===== src/rtl/gpu_instruction_fifo.sv =====
// gpu_instruction_fifo
//   Buffers fully decoded draw instructions between the instruction decoder
//   and the rasterizer. Each push captures one complete draw record; the
//   oldest record is presented to the engine first-word-fall-through.
//
// Ports
//   clk, rst                 clock (rising edge), async active-high reset
//   push_i                   one-cycle push strobe from the decoder
//   opcode_i .. b_i          draw record fields sampled on the push edge
//   ready_i                  engine accepts the head entry this cycle
//   valid_o                  a head entry is present
//   opcode_o .. b_o          head entry fields (0 while valid_o=0)
//   count_o                  occupied entries, 0..DEPTH
//   full_o                   count_o == DEPTH
//   overflow_o               sticky: a push was dropped because the FIFO was full
//
// Handshake: the head entry is transferred on a rising edge where
// valid_o=1 and ready_i=1. ready_i while valid_o=0 has no effect. The head
// fields are held stable while valid_o=1 and ready_i=0.

`ifndef WIDTH_BITS
`define WIDTH_BITS 10
`endif
`ifndef HEIGHT_BITS
`define HEIGHT_BITS 9
`endif
`ifndef CHANNEL_BITS
`define CHANNEL_BITS 8
`endif

module gpu_instruction_fifo #(
  parameter int DEPTH    = 8,
  parameter int PTR_BITS = 3
) (
  input  logic                     clk,
  input  logic                     rst,
  input  logic                     push_i,
  input  logic [3:0]               opcode_i,
  input  logic [`WIDTH_BITS-1:0]   x1_i,
  input  logic [`HEIGHT_BITS-1:0]  y1_i,
  input  logic [`WIDTH_BITS-1:0]   x2_i,
  input  logic [`HEIGHT_BITS-1:0]  y2_i,
  input  logic [`WIDTH_BITS-1:0]   rad_i,
  input  logic [2:0]               oct_i,
  input  logic [`CHANNEL_BITS-1:0] r_i,
  input  logic [`CHANNEL_BITS-1:0] g_i,
  input  logic [`CHANNEL_BITS-1:0] b_i,
  input  logic                     ready_i,
  output logic                     valid_o,
  output logic [3:0]               opcode_o,
  output logic [`WIDTH_BITS-1:0]   x1_o,
  output logic [`HEIGHT_BITS-1:0]  y1_o,
  output logic [`WIDTH_BITS-1:0]   x2_o,
  output logic [`HEIGHT_BITS-1:0]  y2_o,
  output logic [`WIDTH_BITS-1:0]   rad_o,
  output logic [2:0]               oct_o,
  output logic [`CHANNEL_BITS-1:0] r_o,
  output logic [`CHANNEL_BITS-1:0] g_o,
  output logic [`CHANNEL_BITS-1:0] b_o,
  output logic [PTR_BITS:0]        count_o,
  output logic                     full_o,
  output logic                     overflow_o
);

  typedef struct packed {
    logic [3:0]               opcode;
    logic [`WIDTH_BITS-1:0]   x1;
    logic [`HEIGHT_BITS-1:0]  y1;
    logic [`WIDTH_BITS-1:0]   x2;
    logic [`HEIGHT_BITS-1:0]  y2;
    logic [`WIDTH_BITS-1:0]   rad;
    logic [2:0]               oct;
    logic [`CHANNEL_BITS-1:0] r;
    logic [`CHANNEL_BITS-1:0] g;
    logic [`CHANNEL_BITS-1:0] b;
  } entry_t;

  entry_t              mem [DEPTH];
  entry_t              wr_entry;
  entry_t              head;
  logic [PTR_BITS-1:0] wr_ptr;
  logic [PTR_BITS-1:0] rd_ptr;
  logic [PTR_BITS:0]   count;
  logic                overflow;
  logic                valid;
  logic                full;
  logic                pop;
  logic                push_ok;

  // valid/full come only from the registered count, so push_i never
  // reaches valid_o combinationally.
  assign valid   = (count != '0);
  assign full    = (count == (PTR_BITS+1)'(DEPTH));
  assign pop     = valid & ready_i;
  // A simultaneous pop frees the slot, so a push into a full FIFO is
  // accepted when the head is leaving on the same edge.
  assign push_ok = push_i & (~full | pop);

  assign wr_entry = '{opcode: opcode_i, x1: x1_i, y1: y1_i, x2: x2_i,
                      y2: y2_i, rad: rad_i, oct: oct_i, r: r_i, g: g_i,
                      b: b_i};

  // Storage needs no reset; its contents are masked while empty.
  always_ff @(posedge clk) begin
    if (push_ok) mem[wr_ptr] <= wr_entry;
  end

  always_ff @(posedge clk or posedge rst) begin
    if (rst) begin
      wr_ptr   <= '0;
      rd_ptr   <= '0;
      count    <= '0;
      overflow <= 1'b0;
    end else begin
      if (push_ok) wr_ptr <= wr_ptr + PTR_BITS'(1);
      if (pop)     rd_ptr <= rd_ptr + PTR_BITS'(1);
      case ({push_ok, pop})
        2'b10:   count <= count + (PTR_BITS+1)'(1);
        2'b01:   count <= count - (PTR_BITS+1)'(1);
        default: count <= count;
      endcase
      if (push_i && !push_ok) overflow <= 1'b1;
    end
  end

  assign head = valid ? mem[rd_ptr] : '0;

  assign valid_o    = valid;
  assign full_o     = full;
  assign count_o    = count;
  assign overflow_o = overflow;
  assign opcode_o   = head.opcode;
  assign x1_o       = head.x1;
  assign y1_o       = head.y1;
  assign x2_o       = head.x2;
  assign y2_o       = head.y2;
  assign rad_o      = head.rad;
  assign oct_o      = head.oct;
  assign r_o        = head.r;
  assign g_o        = head.g;
  assign b_o        = head.b;

endmodule

===== config.mk =====
export PLATFORM = sky130hd
export DESIGN_NAME = gpu_instruction_fifo
export DESIGN_NICKNAME = d
export VERILOG_FILES = /design/src/rtl/gpu_instruction_fifo.sv
export SDC_FILE = /design/constraint.sdc
export NUM_CORES = 1
export LEC_CHECK = 0
export ABC_AREA = 1
export ABC_CLOCK_PERIOD_IN_PS = 12400
export CORE_UTILIZATION = 60
export DETAILED_ROUTE_END_ITERATION = 6
export HOLD_SLACK_MARGIN = 0.06
export PLACE_DENSITY = 0.81
export SYNTH_ARGS = -nofsm -noshare
export SYNTH_HDL_FRONTEND = slang
export SYNTH_SLANG_ARGS = --single-unit

===== constraint.sdc =====
create_clock -name clk -period 12.4 [get_ports clk]
set_input_delay 1.24 -clock clk [delete_from_list [all_inputs] [get_ports clk]]
set_output_delay 1.24 -clock clk [all_outputs]
set_load 0.1 [all_outputs]

# [Word-level counts from Yosys, hierarchy flattened]
# Memory sizes are Yosys's and may differ from the RTL's.
# Cells that the tools add are included.
[word_totals] register_bits=11 ramBits=632 in_bits=83 out_inout_bits=86 word_cells=24 memories=1
[mem_list] memory="mem" depth=8 width=79 read_ports=1 rd_clocked_by_memory_dff=0 wr=1 line="78" text="entry_t mem [DEPTH];"
[op_classes] add_sub_neg=4 eq_ne=3 mux=4 n_bitwise=4 n_reduce_logical=4
[op_table] op="$mux 79" n=1
[op_table] op="$pmux 4 s2" n=1
[op_table] op="$add 3x1->3 const B" n=2
[op_table] op="$add 4x1->4 const B" n=1
[op_table] op="$eq 4x4->1 const B" n=1
[op_table] op="$reduce_bool 4->1" n=1
[op_table] op="$sub 4x1->4 const B" n=1
[op_table] op="$and 1x1->1" n=2
[op_table] op="$eq 2x1->1 const B" n=1
[op_table] op="$eq 2x2->1 const B" n=1
[op_table] op="$mux 1" n=2
[op_table] op="$reduce_bool 2->1" n=1
[op_table] op="$logic_and 1x1->1" n=1
[op_table] op="$logic_not 1->1" n=1
[op_table] op="$not 1->1" n=1
[op_table] op="$or 1x1->1" n=1

# [Logic depth before layout (Yosys ltp)]
# Gate-level depths: netlist of the first run.
[depth] word_depth=6 depth_mapped=12 mapped_depth_nobuf=12

# [Worst setup path before layout of the first run]
# No wires, ideal clock.
[synth_path] path_type="flip-flop to flip-flop" start="register count[0], in the netlist count_o[0]" end="memory mem[3][0] in the netlist's numbering, enable pin" setup_time_ps=630 arrival_ps=7610 setup_slack_ps=4160 path_stages_with_launch=7 path_buffers=0 period_less_slack_ps=8240 cell_sequence="dfrtp_1 -> nor2_1 -> nand3_1 -> inv_2 -> nand2_1 -> nand2_1 -> nor3b_1"
[synth_between] elab_chain_len=6
[synth_rtl] element="start: declaration" line="83" text="logic [PTR_BITS:0] count;"
[synth_rtl] element="start signal: assignment" line="118" text="2'b10: count <= count + (PTR_BITS+1)'(1);"
[synth_rtl] element="start signal: assignment" line="119" text="2'b01: count <= count - (PTR_BITS+1)'(1);"
[synth_rtl] element="start signal: assignment" line="120" text="default: count <= count;"
[synth_rtl] element="$eq 4x4->1" line="93" text="assign full = (count == (PTR_BITS+1)'(DEPTH));"
[synth_rtl] element="named net full_o" line="61" text="output logic full_o,"
[synth_rtl] element="$not 1->1" line="97" text="assign push_ok = push_i & (~full | pop);"
[synth_rtl] element="$or 1x1->1" line="97"
[synth_rtl] element="$and 1x1->1" line="97"
[synth_rtl] element="$mux 1" line="105" text="if (push_ok) mem[wr_ptr] <= wr_entry;"
[synth_rtl] element="$mux 1 (implied by the code)" line="105"
[synth_rtl] element="end: declaration" line="78"
# The timed path passes the listed nets, and every way through them passes these cells.

# [Final worst setup path of the first run]
[layout_path] start="register rd_ptr[0]" end="output oct_o[2]"
[layout_between] elab_chain_len=2
[layout_rtl] element="start: declaration" line="82" text="logic [PTR_BITS-1:0] rd_ptr;"
[layout_rtl] element="start signal: assignment" line="116" text="if (pop) rd_ptr <= rd_ptr + PTR_BITS'(1);"
[layout_rtl] element="$mem_v2 8x79"
[layout_rtl] element="$mux 79" line="126" text="assign head = valid ? mem[rd_ptr] : '0;"
[layout_rtl] element="end: declaration" line="56" text="output logic [2:0] oct_o,"
# Every way passes these cells.

==> results.md, run 1 <==
* Worst EP required at 11160 ps
* WP data arrival at 5650 ps
* Final antenna-violating net count at 0
* Hold path depth at 1
* Synth cell count leaders: nor2_1 (641), edfxtp_1 (632), o21ai_1 (348)
* Slew Limit Headroom at 21.2%
* Gpl congestion at 0.752
* Fmax achieved at 0.145 GHz
* Post-synth EDFFs at 632
* Largest net degree at the start of global routing at 177
* WL/cell at 20.4 um
* Gr ovfl total at 0
* Post-Syn Area per Cell at 12.5 um^2
* Fin. max-slew vios at 0
* Largest area contributor in the netlist: edfxtp_1
* DRC at 0
* Worst reg2reg endpoint: mem[7][33]
* Critical path class: reg2out
* # hold bufs at CTS at 0
* Nets at 2246
* Sequential area share after synthesis at 75.5%
* Ratio of cells with drive above 1 in the final layout at 5.86%
* R2R cell count at 8
* # port buffers at 168
* DIE HEIGHT at 208 um
* Area grow syn2layout at 14.9%
* Detailed Routing Iterations Pass 1 at 5
* Top post-synthesis cells by area: edfxtp_1 (74%), nor2_1 (9.4%), o21ai_1 (6.8%)
* Setup violators final at 0
* Final Cycle Share at 55.5%
* Core area at 41900 um^2
* CTS tree: built
* # IOs at 169
* Flop and latch count out of synthesis at 643
* Die ar. at 43300 um^2
* Reg2reg start: count_o[0]
* Final count of hold timing violations at 0
* Tmin final at 6890 ps
* RSZ-0062 raised after global routing: no
* Worst hold start: overflow_o
* Min-delay worst type: reg2reg
* Clock Path Buffers at 3
* Cts repair resizes at 0
* Hpwl dp at 28.1 mm
* Reg2Reg Setup Slack at 8840 ps
* Total CTS buffers at 60
* Setup Buffers After CTS at 0
* H-tree Lvls at 2
* # clock sinks at 643
* Crit. End Element: primary output
* Global-route wire length before repair at 86.2 mm
* Mapped cell area at 25500 um^2
* Starting Density at 60.8%
* Setup TNS at 0 ps
* Critical path peak fanout at 162
* Initial antenna violation count at 7
* Top cell type's share of synthesized area at 74.4%
* Max Clock Skew at 7.33 ps
* Hold Path Sink: overflow_o
* Most common cell in the netlist: nor2_1
* Post-synth ARST share at 1.71%
* Detailed Route WL at 56.0 mm
* Setup crit start kind: flip-flop
* Vias in the first global route at 15800
* Clk Latency, worst-skew pair at 600 ps
* Via count at 16200
* Max_cap viols at 0
* Tightest Pin Transition at 1180 ps
* Post-Syn Instances at 2032
* Net Count, Synth at 2120
* Vias per std cell at 5.92
* Synth Warn # at 0
* Die width at 208 um
* 1st-iter DRT viols at 1626
* Worst Setup SP: rd_ptr[0]
* Clock slew at reported path FFs at 60 ps
* Top_reg_cell synth: edfxtp_1
* Cell Rows at 75
* Netlist cell types at 28
* Clock Tree Root: clkbuf_16
* Status: finished, final reports clean
* GR Util All Layers at 25.9%
[worst max-delay path, cell delays in order (launching register included)]
cell and delay (ps):
dfrtp_4 850, inv_8 770, buf_4 940, buf_4 670
o21ai_1 150, o21ai_1 110, o21ai_1 70, nor2_1 230
clkdlybuf4s50_1 1170
[layout make-up]
type | count | area (um^2)
sequential | 643 | 19300
fill | 2721 | 12600
multi-input combinational | 1243 | 5530
timing repair buffer | 195 | 1900
clock buffer | 73 | 1570
tap | 539 | 674
clock inverter | 31 | 285
inverter | 15 | 63.8
antenna | 6 | 15.0
[stage by stage]
stage	std cells	area, um^2	setup WS, ps	hold WS, ps	utilization (%)
floorplan	2032	25500	4160	520	-
global placement	2635	27400	6210	452	65.4
detailed placement	2635	27400	6120	475	65.4
CTS	2739	29300	5460	488	69.8
global route	2742	29300	5190	518	69.8
finish	2745	29300	5510	483	69.8
[per-layer routing]
| metal | vias up | global-route usage, % | wire, um |
|---|---|---|---|
| met5 | - | 0 | 23 |
| met4 | 4 | 10.7 | 1700 |
| met3 | 128 | 4.14 | 4480 |
| met2 | 658 | 42.6 | 27700 |
| met1 | 7948 | 34.7 | 22100 |
| li1 | 7502 | - | - |
[sequential cells by signal, indices dropped and copies added, names as in the netlist]
name and count:
overflow_o 1, rd_ptr 3, wr_ptr 3, count_o 4, mem 632
[layout by cell type, fill, tap and decap left out, drive strengths merged]
master,count
nor3,1
nor3b,3
nor2,641
clkinv,23
o21ai,554
nand3b,2
bufinv,5
clkinvlp,3
a31o,1
edfxtp,632
xnor2,1
inv,15
clkbuf,73
nand2,20
nand3,8
clkdlybuf4s50,168
a21oi,2
buf,27
fa,1
nand4,1
ha,4
dfrtp,11
diode,6
xor2,4
[how the worst max path moves through the flow]
stage                            to  slack [ps]
after CTS                    g_o[2]        5460
final                      oct_o[2]        5510
after floorplan           mem[3][0]        4160
after global placement       g_o[2]        6210
after detailed placement   oct_o[2]        6120
after global routing        x2_o[1]        5190
[logic make-up after synthesis]
kind of cell | after synthesis | synth area share [%]
AND/OR/NAND/NOR | 676 | 10.1
adder cells (fa/ha/maj) | 5 | 0.275
AO/OA/AOI/OAI | 557 | 11.0
XOR/XNOR | 5 | 0.172
buffers and inverters | 146 | 2.98
flip-flops | 643 | 75.5
Power of run 1 is not shown: default switching activity piles up to over one toggle a cycle in this logic, so the estimate is an artifact.
==> run 2: changes to the inputs <==
Settings changed: ABC_CLOCK_PERIOD_IN_PS 12400 to 6100, CORE_UTILIZATION 60 to 53, PLACE_DENSITY 0.81 to 0.76.
Clock period 12.4 ns to 6.1 ns, I/O delays scaled along.
==> run 2 against run 1 <==
Against the previous run:
- worst hold slack got worse by 170 ps
- non-clock buffer count shrank 5
- critical path depth down 1
- critical path type unchanged
==> results.md, run 2 (synthesis gave the netlist of run 1 again) <==
* Status: finished, final reports clean
* Largest register FFs at 632
* Clk Latency, worst-skew pair at 610 ps
* Most frequent cells in the layout: nor2_1 (637), edfxtp_1 (632), o21ai_1 (348), o21ai_0 (206), clkdlybuf4s50_1 (168)
* Reg2Reg Setup Slack at 3000 ps
* CTS tree: built
* Setup violators final at 0
* Setup Buffers After CTS at 0
* # clock sinks at 643
* Tightest Pin Transition at 1150 ps
* Detailed Route WL at 56.1 mm
* Reg2reg start: count_o[0]
* Via count at 16000
* Detailed Routing Iterations Pass 1 at 5
* Initial antenna violation count at 6
* Gpl congestion at 0.779
* R2R cell count at 13
* WP data arrival at 4230 ps
* Starting Density at 54.3%
* Min-delay worst type: in2async
* Nets at 2242
* Final Cycle Share at 79.3%
* Most flops, register: mem
* Die ar. at 49000 um^2
* Largest net degree at the start of global routing at 203
* Clock slew at reported path FFs at 60 ps
* Core area at 47000 um^2
* Critical path class: reg2out
* Final count of hold timing violations at 0
* 1st-iter DRT viols at 1641
* # IOs at 169
* Fmax achieved at 0.207 GHz
* GR Util All Layers at 22.6%
* Clock Path Buffers at 3
* WL/cell at 20.0 um
* Clock Tree Root: clkbuf_16
* Non-filler cells, final at 2812
* # hold bufs at CTS at 0
* Fin. max-slew vios at 0
* Die width at 221 um
* Area grow syn2layout at 16.2%
* Crit. End Element: primary output
* H-tree Lvls at 2
* Max Clock Skew at 6.88 ps
* Slew Limit Headroom at 23.3%
* Cell Rows at 79
* Gr ovfl total at 0
* DIE HEIGHT at 221 um
* DRC at 0
* Hpwl dp at 27.2 mm
* Placed cell count at 2698
* Setup crit start kind: flip-flop
* Final antenna-violating net count at 0
* Tmin final at 4840 ps
* RSZ-0062 raised after global routing: no
* Global-route wire length before repair at 85.7 mm
* Critical path peak fanout at 118
* Vias in the first global route at 15700
* # port buffers at 168
* Cts repair resizes at 0
* Total CTS buffers at 61
* Commonest non-fill, non-tap cell in the layout: nor2_1
* Worst EP required at 5490 ps
* Vias per std cell at 5.71
* Worst reg2reg endpoint: count_o[3]
* Max_cap viols at 0
* Ratio of cells with drive above 1 in the final layout at 5.50%
==> run 2: cell count changes in the layout (fill, tap and decap cells not counted), sizes merged <==
| cell | change |
|---|---|
| bufinv | +5 |
| diode | -2 |
| buf | -5 |
| clkbuf | +3 |
| clkinvlp | -2 |
==> run 2: final cells by class <==
| cell class | instances | area [um^2] |
|---|---|---|
| Inverter | 15 | 63.8 |
| Multi-Input combinational cell | 1243 | 5540 |
| Tap cell | 607 | 759 |
| Clock inverter | 34 | 404 |
| Timing Repair Buffer | 190 | 2000 |
| Fill cell | 3414 | 17300 |
| Clock buffer | 76 | 1590 |
| Antenna cell | 4 | 10.0 |
| Sequential cell | 643 | 19300 |
==> run 2: per-layer routing <==
metal,wire (um),GRT usage [%]
met5,31,0
met4,1400,8.21
met3,3620,4.01
met2,27800,38.4
met1,23300,29.1
==> run 2: worst max-delay path by stage <==
stage / slack [ps] / depth (start not counted) / from / endpoint
floorplan: -2140 / 6 / count_o[0] / mem[3][0]
detailed placement: 1910 / 7 / rd_ptr[0] / rad_o[8]
global route: 1080 / 7 / rd_ptr[0] / y2_o[1]
global placement: 1950 / 7 / rd_ptr[0] / g_o[0]
finish: 1260 / 7 / rd_ptr[0] / rad_o[8]
CTS: 1230 / 7 / rd_ptr[0] / rad_o[8]
==> run 2: worst max-delay path: stages (launching register included) <==
cell and delay, ps:
dfrtp_4 670, inv_8 570, buf_4 550, nor2_1 90, o21ai_1 170, nor2_1 70, nor2_1 210, clkdlybuf4s50_1 1170
==> run 2: stage by stage <==
stage | worst slack, ps | hold slack [ps] | util (%) | area (um^2) | setup TNS [ps]
after floorplan | -2140 | 462 | - | 25500 | -507140
after global routing | 1080 | 341 | 63.1 | 29600 | 0
after global placement | 1950 | 453 | 58.8 | 27600 | 0
final | 1260 | 312 | 63.1 | 29600 | 0
after detailed placement | 1910 | 459 | 58.8 | 27600 | 0
after CTS | 1230 | 294 | 63.1 | 29600 | 0
Power of run 2 is left out for the same reason.
